File: src/rtl/key_debounce_if.sv
// Handshake bundle for key_debounce: tick/raw key in, conditioned key events out.
interface key_debounce_if;
    logic i_tick;
    logic i_key_n;
    logic o_key_down;
    logic o_press;
    logic o_release;
    logic o_long_press;
    logic o_repeat_p;
    logic o_held;

    modport master (
        output i_tick, i_key_n,
        input  o_key_down, o_press, o_release,
        input  o_long_press, o_repeat_p, o_held
    );

    modport slave (
        input  i_tick, i_key_n,
        output o_key_down, o_press, o_release,
        output o_long_press, o_repeat_p, o_held
    );
endinterface

File: src/rtl/key_debounce.sv
// Push-button conditioner: 2-FF sync, tick-based integrating debounce,
// press/release pulses, long-press detection and auto-repeat.
module key_debounce #(
    parameter logic [15:0] CNT_MAX  = 16'd20,
    parameter logic [15:0] LONG_MAX = 16'd1000,
    parameter logic [15:0] RPT_MAX  = 16'd200
) (
    input logic         clk,
    input logic         RST,
    key_debounce_if.slave bus
);

    localparam logic [15:0] L_CNT_TOP  = CNT_MAX - 16'd1;
    localparam logic [15:0] L_LONG_TOP = LONG_MAX - 16'd1;
    localparam logic [15:0] L_RPT_TOP  = RPT_MAX - 16'd1;

    typedef enum logic [1:0] {
        S_IDLE,
        S_PRESSED,
        S_HELD
    } state_t;

    state_t      r_state;
    state_t      w_state_nxt;

    logic        r_sync1;
    logic        r_sync2;
    logic [15:0] r_dcnt;
    logic        r_key_down;
    logic        r_press;
    logic        r_release;

    logic [15:0] r_hcnt;
    logic [15:0] r_rcnt;
    logic        r_long;
    logic        r_rpt;
    logic        r_held;

    logic [15:0] w_hcnt_nxt;
    logic [15:0] w_rcnt_nxt;
    logic        w_long_nxt;
    logic        w_rpt_nxt;
    logic        w_held_nxt;

    logic        w_ks;
    logic        w_diff;
    logic        w_acc;
    logic        w_acc_press;
    logic        w_acc_rel;
    logic        w_hold_top;
    logic        w_rpt_top;

    assign w_ks        = ~r_sync2;
    assign w_diff      = w_ks != r_key_down;
    assign w_acc       = bus.i_tick & w_diff & (r_dcnt == L_CNT_TOP);
    assign w_acc_press = w_acc & w_ks;
    assign w_acc_rel   = w_acc & ~w_ks;
    assign w_hold_top  = bus.i_tick & (r_hcnt == L_LONG_TOP);
    assign w_rpt_top   = bus.i_tick & (RPT_MAX != 16'd0)
                       & (r_rcnt == L_RPT_TOP);

    // Any sample matching the accepted level wipes debounce progress.
    always_ff @(posedge clk) begin
        if (RST) begin
            r_sync1    <= 1'b1;
            r_sync2    <= 1'b1;
            r_dcnt     <= 16'd0;
            r_key_down <= 1'b0;
            r_press    <= 1'b0;
            r_release  <= 1'b0;
        end else begin
            r_sync1   <= bus.i_key_n;
            r_sync2   <= r_sync1;
            r_press   <= w_acc_press;
            r_release <= w_acc_rel;
            if (w_acc) begin
                r_key_down <= w_ks;
                r_dcnt     <= 16'd0;
            end else if (!w_diff) begin
                r_dcnt <= 16'd0;
            end else if (bus.i_tick) begin
                r_dcnt <= r_dcnt + 16'd1;
            end
        end
    end

    always_ff @(posedge clk) begin
        if (RST) begin
            r_state <= S_IDLE;
            r_hcnt  <= 16'd0;
            r_rcnt  <= 16'd0;
            r_long  <= 1'b0;
            r_rpt   <= 1'b0;
            r_held  <= 1'b0;
        end else begin
            r_state <= w_state_nxt;
            r_hcnt  <= w_hcnt_nxt;
            r_rcnt  <= w_rcnt_nxt;
            r_long  <= w_long_nxt;
            r_rpt   <= w_rpt_nxt;
            r_held  <= w_held_nxt;
        end
    end

    always_comb begin
        w_state_nxt = r_state;
        unique case (r_state)
            S_IDLE: begin
                if (w_acc_press) w_state_nxt = S_PRESSED;
            end
            S_PRESSED: begin
                if (w_acc_rel)       w_state_nxt = S_IDLE;
                else if (w_hold_top) w_state_nxt = S_HELD;
            end
            S_HELD: begin
                if (w_acc_rel) w_state_nxt = S_IDLE;
            end
            default: w_state_nxt = S_IDLE;
        endcase
    end

    // Release wins over long_press/repeat_p on the same tick.
    always_comb begin
        w_hcnt_nxt = r_hcnt;
        w_rcnt_nxt = r_rcnt;
        w_long_nxt = 1'b0;
        w_rpt_nxt  = 1'b0;
        w_held_nxt = r_held;
        unique case (r_state)
            S_IDLE: begin
                w_hcnt_nxt = 16'd0;
                w_rcnt_nxt = 16'd0;
                w_held_nxt = 1'b0;
            end
            S_PRESSED: begin
                if (w_acc_rel) begin
                    w_hcnt_nxt = 16'd0;
                    w_rcnt_nxt = 16'd0;
                    w_held_nxt = 1'b0;
                end else if (w_hold_top) begin
                    w_long_nxt = 1'b1;
                    w_held_nxt = 1'b1;
                    w_rcnt_nxt = 16'd0;
                end else if (bus.i_tick) begin
                    w_hcnt_nxt = r_hcnt + 16'd1;
                end
            end
            S_HELD: begin
                if (w_acc_rel) begin
                    w_hcnt_nxt = 16'd0;
                    w_rcnt_nxt = 16'd0;
                    w_held_nxt = 1'b0;
                end else if (w_rpt_top) begin
                    w_rpt_nxt  = 1'b1;
                    w_rcnt_nxt = 16'd0;
                end else if (bus.i_tick && RPT_MAX != 16'd0) begin
                    w_rcnt_nxt = r_rcnt + 16'd1;
                end
            end
            default: begin
                w_hcnt_nxt = 16'd0;
                w_rcnt_nxt = 16'd0;
                w_held_nxt = 1'b0;
            end
        endcase
    end

    assign bus.o_key_down   = r_key_down;
    assign bus.o_press      = r_press;
    assign bus.o_release    = r_release;
    assign bus.o_long_press = r_long;
    assign bus.o_repeat_p   = r_rpt;
    assign bus.o_held       = r_held;

endmodule

File: src/flat_wrapper.sv
// flat-port wrapper written by rule: the top's interface ports become plain ports
module key_debounce_flat 
#(
    parameter logic [15:0] CNT_MAX  = 16'd20,
    parameter logic [15:0] LONG_MAX = 16'd1000,
    parameter logic [15:0] RPT_MAX  = 16'd200
)
  (clk, RST, bus_i_tick, bus_i_key_n, bus_o_key_down, bus_o_press, bus_o_release, bus_o_long_press, bus_o_repeat_p, bus_o_held);
  key_debounce_if bus_i ();
  input logic clk;
  input logic RST;
  input wire logic [$bits(bus_i.i_tick)-1:0] bus_i_tick;
  input wire logic [$bits(bus_i.i_key_n)-1:0] bus_i_key_n;
  output wire logic [$bits(bus_i.o_key_down)-1:0] bus_o_key_down;
  output wire logic [$bits(bus_i.o_press)-1:0] bus_o_press;
  output wire logic [$bits(bus_i.o_release)-1:0] bus_o_release;
  output wire logic [$bits(bus_i.o_long_press)-1:0] bus_o_long_press;
  output wire logic [$bits(bus_i.o_repeat_p)-1:0] bus_o_repeat_p;
  output wire logic [$bits(bus_i.o_held)-1:0] bus_o_held;
  assign bus_i.i_tick = bus_i_tick;
  assign bus_i.i_key_n = bus_i_key_n;
  assign bus_o_key_down = bus_i.o_key_down;
  assign bus_o_press = bus_i.o_press;
  assign bus_o_release = bus_i.o_release;
  assign bus_o_long_press = bus_i.o_long_press;
  assign bus_o_repeat_p = bus_i.o_repeat_p;
  assign bus_o_held = bus_i.o_held;
  key_debounce #(.CNT_MAX(CNT_MAX), .LONG_MAX(LONG_MAX), .RPT_MAX(RPT_MAX)) u_core (.clk(clk), .RST(RST), .bus(bus_i));
endmodule
File: config.mk
export PLATFORM = sky130hd
export DESIGN_NAME = key_debounce_flat
export DESIGN_NICKNAME = d
export VERILOG_FILES = /design/src/rtl/key_debounce_if.sv /design/src/rtl/key_debounce.sv /design/src/flat_wrapper.sv
export SDC_FILE = /design/constraint.sdc
export NUM_CORES = 1
export LEC_CHECK = 0
export CORE_MARGIN = 4
export CORE_UTILIZATION = 48
export CTS_CLUSTER_DIAMETER = 50
export DETAILED_ROUTE_END_ITERATION = 12
export HOLD_SLACK_MARGIN = 0.15
export PLACE_DENSITY = 0.71
export SYNTH_ARGS = -nofsm -noshare
export SYNTH_HDL_FRONTEND = slang
export SYNTH_SLANG_ARGS = --single-unit
File: constraint.sdc
create_clock -name clk -period 1.9 [get_ports clk]
set_input_delay 0.19 -clock clk [delete_from_list [all_inputs] [get_ports clk]]
set_output_delay 0.19 -clock clk [all_outputs]
set_load 0.05 [all_outputs]
# Word-level counts from Yosys, hierarchy flattened

Cells that the tools add are included.

Register bits: 58
Word-level logic and storage cells: 67

Bitwise operators: 10
$add $sub $neg: 3
Equal/unequal tests: 12
Muxes and demuxes: 22
Reduce and logical (&&, ||, !) cells: 8

Operator list:

| cell                  | count |
|---|---|
| $mux 16               | 9 |
| $pmux 16 s2           | 2 |
| $add 16x1->16 const B | 3 |
| $eq 16x10->1 const B  | 1 |
| $eq 16x5->1 const B   | 1 |
| $eq 16x8->1 const B   | 1 |
| $reduce_or 3->1       | 3 |
| $mux 2                | 4 |
| $and 1x1->1           | 6 |
| $ne 3x2->1 const B    | 2 |
| $pmux 2 s3            | 1 |
| $reduce_and 3->1      | 2 |
| $mux 1                | 5 |
| $ne 2x1->1 const B    | 2 |
| $ne 4x2->1 const B    | 1 |
| $not 1->1             | 4 |
| $reduce_and 2->1      | 2 |
| $ne 3x1->1 const B    | 1 |
| $eq 2x1->1 const B    | 1 |
| $eq 2x2->1 const B    | 1 |
| $logic_not 2->1       | 1 |
| $pmux 1 s2            | 1 |
| $ne 1x1->1            | 1 |

# Logic depth before layout (Yosys ltp)

Gate-level depths: netlist (run 1).

Word-level depth: 7
Gate-level depth with buffers: 8

# Worst setup path before layout (run 1)

No wires, ideal clock.

Kind: reg-to-reg
Start: register u_core.r_dcnt[0]
End: register u_core.r_rcnt[5]
Library setup time: 0.120 ns
Path buffers: 1
Data arrival time: 1.841 ns
Setup slack: -0.061 ns
Cell stages (with the launch flop): 9
Required time: 1.780 ns
Period minus slack after synthesis: 1.961 ns
Cell sequence: dfxtp_1 -> ha_1 -> nor4bb_1 -> nand4_1 -> o21ba_1 -> and2_4 -> buf_6 -> and3_1 -> a211o_1

Word-level cells in the longest chain between the ends: 5

RTL lines:

| element                                                                 | RTL line           | RTL |
|---|---|---|
| start: declaration                                                      | key_debounce.sv:28 | `logic [15:0] r_dcnt;` |
| start signal: assignment                                                | key_debounce.sv:82 | `r_dcnt <= r_dcnt + 16'd1;` |
| $eq 16x5->1 *                                                           | key_debounce.sv:55 | `assign w_acc = bus.i_tick & w_diff & (r_dcnt == L_CNT_TOP);` |
| $and 1x1->1 *                                                           | key_debounce.sv:55 |  |
| $and 1x1->1 *                                                           | key_debounce.sv:57 | `assign w_acc_rel = w_acc & ~w_ks;` |
| $ne 4x2->1 (no source line) (tied with other cells)                     | -                  |  |
| $reduce_and 2->1 (no source line) / $pmux 16 s2 (equally long branches) | -                  |  |
| end signal: assignment                                                  | key_debounce.sv:98 | `r_rcnt <= w_rcnt_nxt;` |
| end: declaration                                                        | key_debounce.sv:34 | `logic [15:0] r_rcnt;` |

Every way passes the cells marked *; elsewhere a longest branch is shown, timed or not.
A chain may end at the register's enable or synchronous reset.

# Worst setup path in the final report (run 1)

Start: register u_core.r_dcnt[9]
End: register u_core.r_rcnt[9]

The elaborated chain is that of the path after synthesis.

==> results of run 1 <==
-- cells in the final DEF (no fill, tap or decap), types with 10 or more instances in the layout --
cell type   n
a21oi_1    19
dfxtp_1    54
buf_4      54
nor2_1     39
clkbuf_8   12
xor2_1     10
nand3_1    22
nand4_1    12
nand2_1    30
o21ai_0    15
-- power by group through the flow --
stage | combinational [uW] | sequential (uW) | clock, uW
after floorplan | 28.5 | 1250 | 0
after global placement | 63.6 | 1250 | 0
after detailed placement | 64.0 | 1250 | 0
after CTS | 64.2 | 1220 | 1190
after global routing | 73.2 | 1220 | 1250
final | 68.3 | 1220 | 1190
-- registers in the layout, summed over array words and instances (netlist names) --
name,flops
u_core.r_hcnt,16
u_core.r_state,2
u_core.r_dcnt,16
u_core.bus.o_held,1
u_core.r_rcnt,16
u_core.r_sync1,1
u_core.bus.o_long_press,1
u_core.bus.o_repeat_p,1
u_core.r_sync2,1
u_core.bus.o_key_down,1
u_core.bus.o_release,1
u_core.bus.o_press,1
-- kinds of logic (layout without fill, tap and decap cells) --
logic type,count (synthesis),count (layout),synth area share [%]
AND/OR/NAND/NOR,178,179,33.8
AO/OA/AOI/OAI,68,68,15.8
flip-flops,58,58,40.2
buffers and inverters,18,87,3.42
XOR/XNOR,16,16,4.85
adder cells (fa/ha/maj),3,3,1.30
multiplexers,2,2,0.693
-- worst paths after layout --
kind / start / end
worst min register to register: u_core.r_sync1$_SDFF_PP1_ / u_core.r_sync2$_SDFF_PP1_
worst max register to register: u_core.r_dcnt[9]$_SDFFE_PP0P_ / u_core.r_rcnt[9]$_SDFFE_PP0P_
worst min-delay path: u_core.r_sync1$_SDFF_PP1_ / u_core.r_sync2$_SDFF_PP1_
worst max-delay path: u_core.r_dcnt[9]$_SDFFE_PP0P_ / u_core.r_rcnt[9]$_SDFFE_PP0P_
-- metrics by stage --
| step | utilization (%) | setup TNS (ps) | hold slack, ps | instances |
|---|---|---|---|---|
| after floorplan | - | 0 | 294 | 343 |
| after global placement | 60.8 | -3370 | 399 | 467 |
| after detailed placement | 60.8 | -5120 | 395 | 467 |
| after CTS | 64.8 | -6.02 | 410 | 482 |
| after global routing | 66.8 | -866 | 415 | 485 |
| final | 66.8 | -52.4 | 411 | 485 |
-- timing repair --
action / in CTS / in global routing
gates cloned: 0 / 1
hold endpoints to repair: 0 / 0
resized for setup: 4 / 21
hold buffers: 0 / 0
pin swaps: 1 / 7
setup buffers: 0 / 2
endpoints found under the setup margin: 6 / 20
-- metal layers --
layer  wire [um]  part of all wire [%]  GRT usage [%]  vias up
met3         313                   4.4           3.75       13
met4         146                   2.0           9.50        0
met5           0                     0              0        -
met1        3230                    45           25.0     1320
met2        3480                    49           32.6       62
li1            -                     -              -     1397
-- worst max-delay path: stages (launching register included) --
cell     delay (ps)
dfxtp_4         360
nor4_4          280
buf_4           150
nand4_1         160
o21ba_4         290
and2_2          220
o211a_1         120
a211o_1         250
-- final cells by class --
class,instances,area [um2],area share (%)
multi-input cells,268,1740,46.0
flip-flops and latches,58,1170,30.8
repair buffers,67,567,15.0
clock buffers,13,169,4.46
well taps,72,90.1,2.38
clock inverters,2,35.0,0.924
inverters,5,18.8,0.495
==> reports/qor.yml, run 1 <==
status: "finished with violations"
failed_checks: "setup timing"
die_h_um: 85.6
cts_tree: "yes"
ys_warn_count: 0
start_util_pct: 50.9
fin_crit_sh_pct: 101
synth_area_per_cell_um2: 8.43
synthFlopType: "dfxtp_1"
numCtsBuffers: 9
dieWidth_um: 85.6
wl_mm: 7.18
overflow: 0
netlist_top_cells_area: "dfxtp_1 (40%), nor2_1 (5.1%), nand2_1 (4.0%)"
clk_latency_ps: 340
via_per_inst: 5.76
p_leak_uw: 0.00142
dpl.hpwl_mm: 4.86
grt_max_degree: 17
cp.arrival_ps: 2160
drt_iter0_markers: 147
path_clk_slew_ps: 60
ys_top_cells_by_count: "dfxtp_1 (58), nor2_1 (39), nand2_1 (31), nand3_1 (22), a21oi_1 (19)"
core_um2: 5680
r2r_slack_ps: -30
synth-seq-cells: 58
antenna_found_initial: 0
cts_max_level: 3
vias: 2792
syn_nets: 350
ys_types: 59
required_ps: 2130
setup_viol: 3
cp-start-kind: "register"
synthArstFlopShare_pct: 0
n_antenna_cell: 0
drt_pass1_iterations: 4
switchingPower_uw: 516
irDropWorstVdd_mv: 0.482
nNetsFinal: 416
fin_crit_ps: 1930
port_buffers: 9
p_per_area_nw_per_um2: 652
pwr-share-clk_pct: 48.0
cts_buffer_depth: 2
grt_pass1_vias: 2641
grt_usage_pct: 19.8
hold_path_class: "reg2reg"
total_power_uw: 2470
root_buffer: "clkbuf_8"
path_class: "reg2reg"
ys_seq_area_share_pct: 40.2
worst-r2r-cell-count: 7
whs_path_depth: 1
stdcell_area_um2: 3790
synth_most_common_cell: "dfxtp_1"
fp.dieArea_um2: 7330
finClkSkew_ps: 7.83
switching_share_pct: 20.9
drive_gt1_share_pct: 26.4
sequentialPowerShare_pct: 49.3
synth_area_leader_cell: "dfxtp_1"
maxSlewHeadroom_pct: 65.6
setup_ws_ps: -26.7
nFillCells: 478
p_comb_share_pct: 2.8
hold_viol_final: 0
power.internal_uw: 1960
synth-edff-count: 0
gp_congestion: 0.934
clock-sinks: 58
endpoint_kind: "register"
crit_fanout: 5
post-place-ws_ps: -293
finalMaxSlewViolations: 0
num_io_pins: 10
ant_nets: 0
wl_per_cell_um: 14.8
max_freq_ghz: 0.519
syn_inst: 343
synth_top_area_share_pct: 40.2
grt_pass1_wl_mm: 11.7
tightest_slew_ps: 515
rows: 27
dpl_cell_area_um2: 3450
rsz0062_at_grt: "true"
drc: 0
area_delta_synth_final_pct: 31.2
syn_area_um2: 2890
drv_cap: 0
(Power assumes the default switching activity.)
==> run 2: changes to the inputs <==
CTS_CLUSTER_SIZE = 10   (was default)
SKIP_LAST_GASP = 1   (was default)
SLEW_MARGIN = 40   (was default)
==> results of run 2 <==
No change in the layout: final DEF, timing and power equal those of run 1.
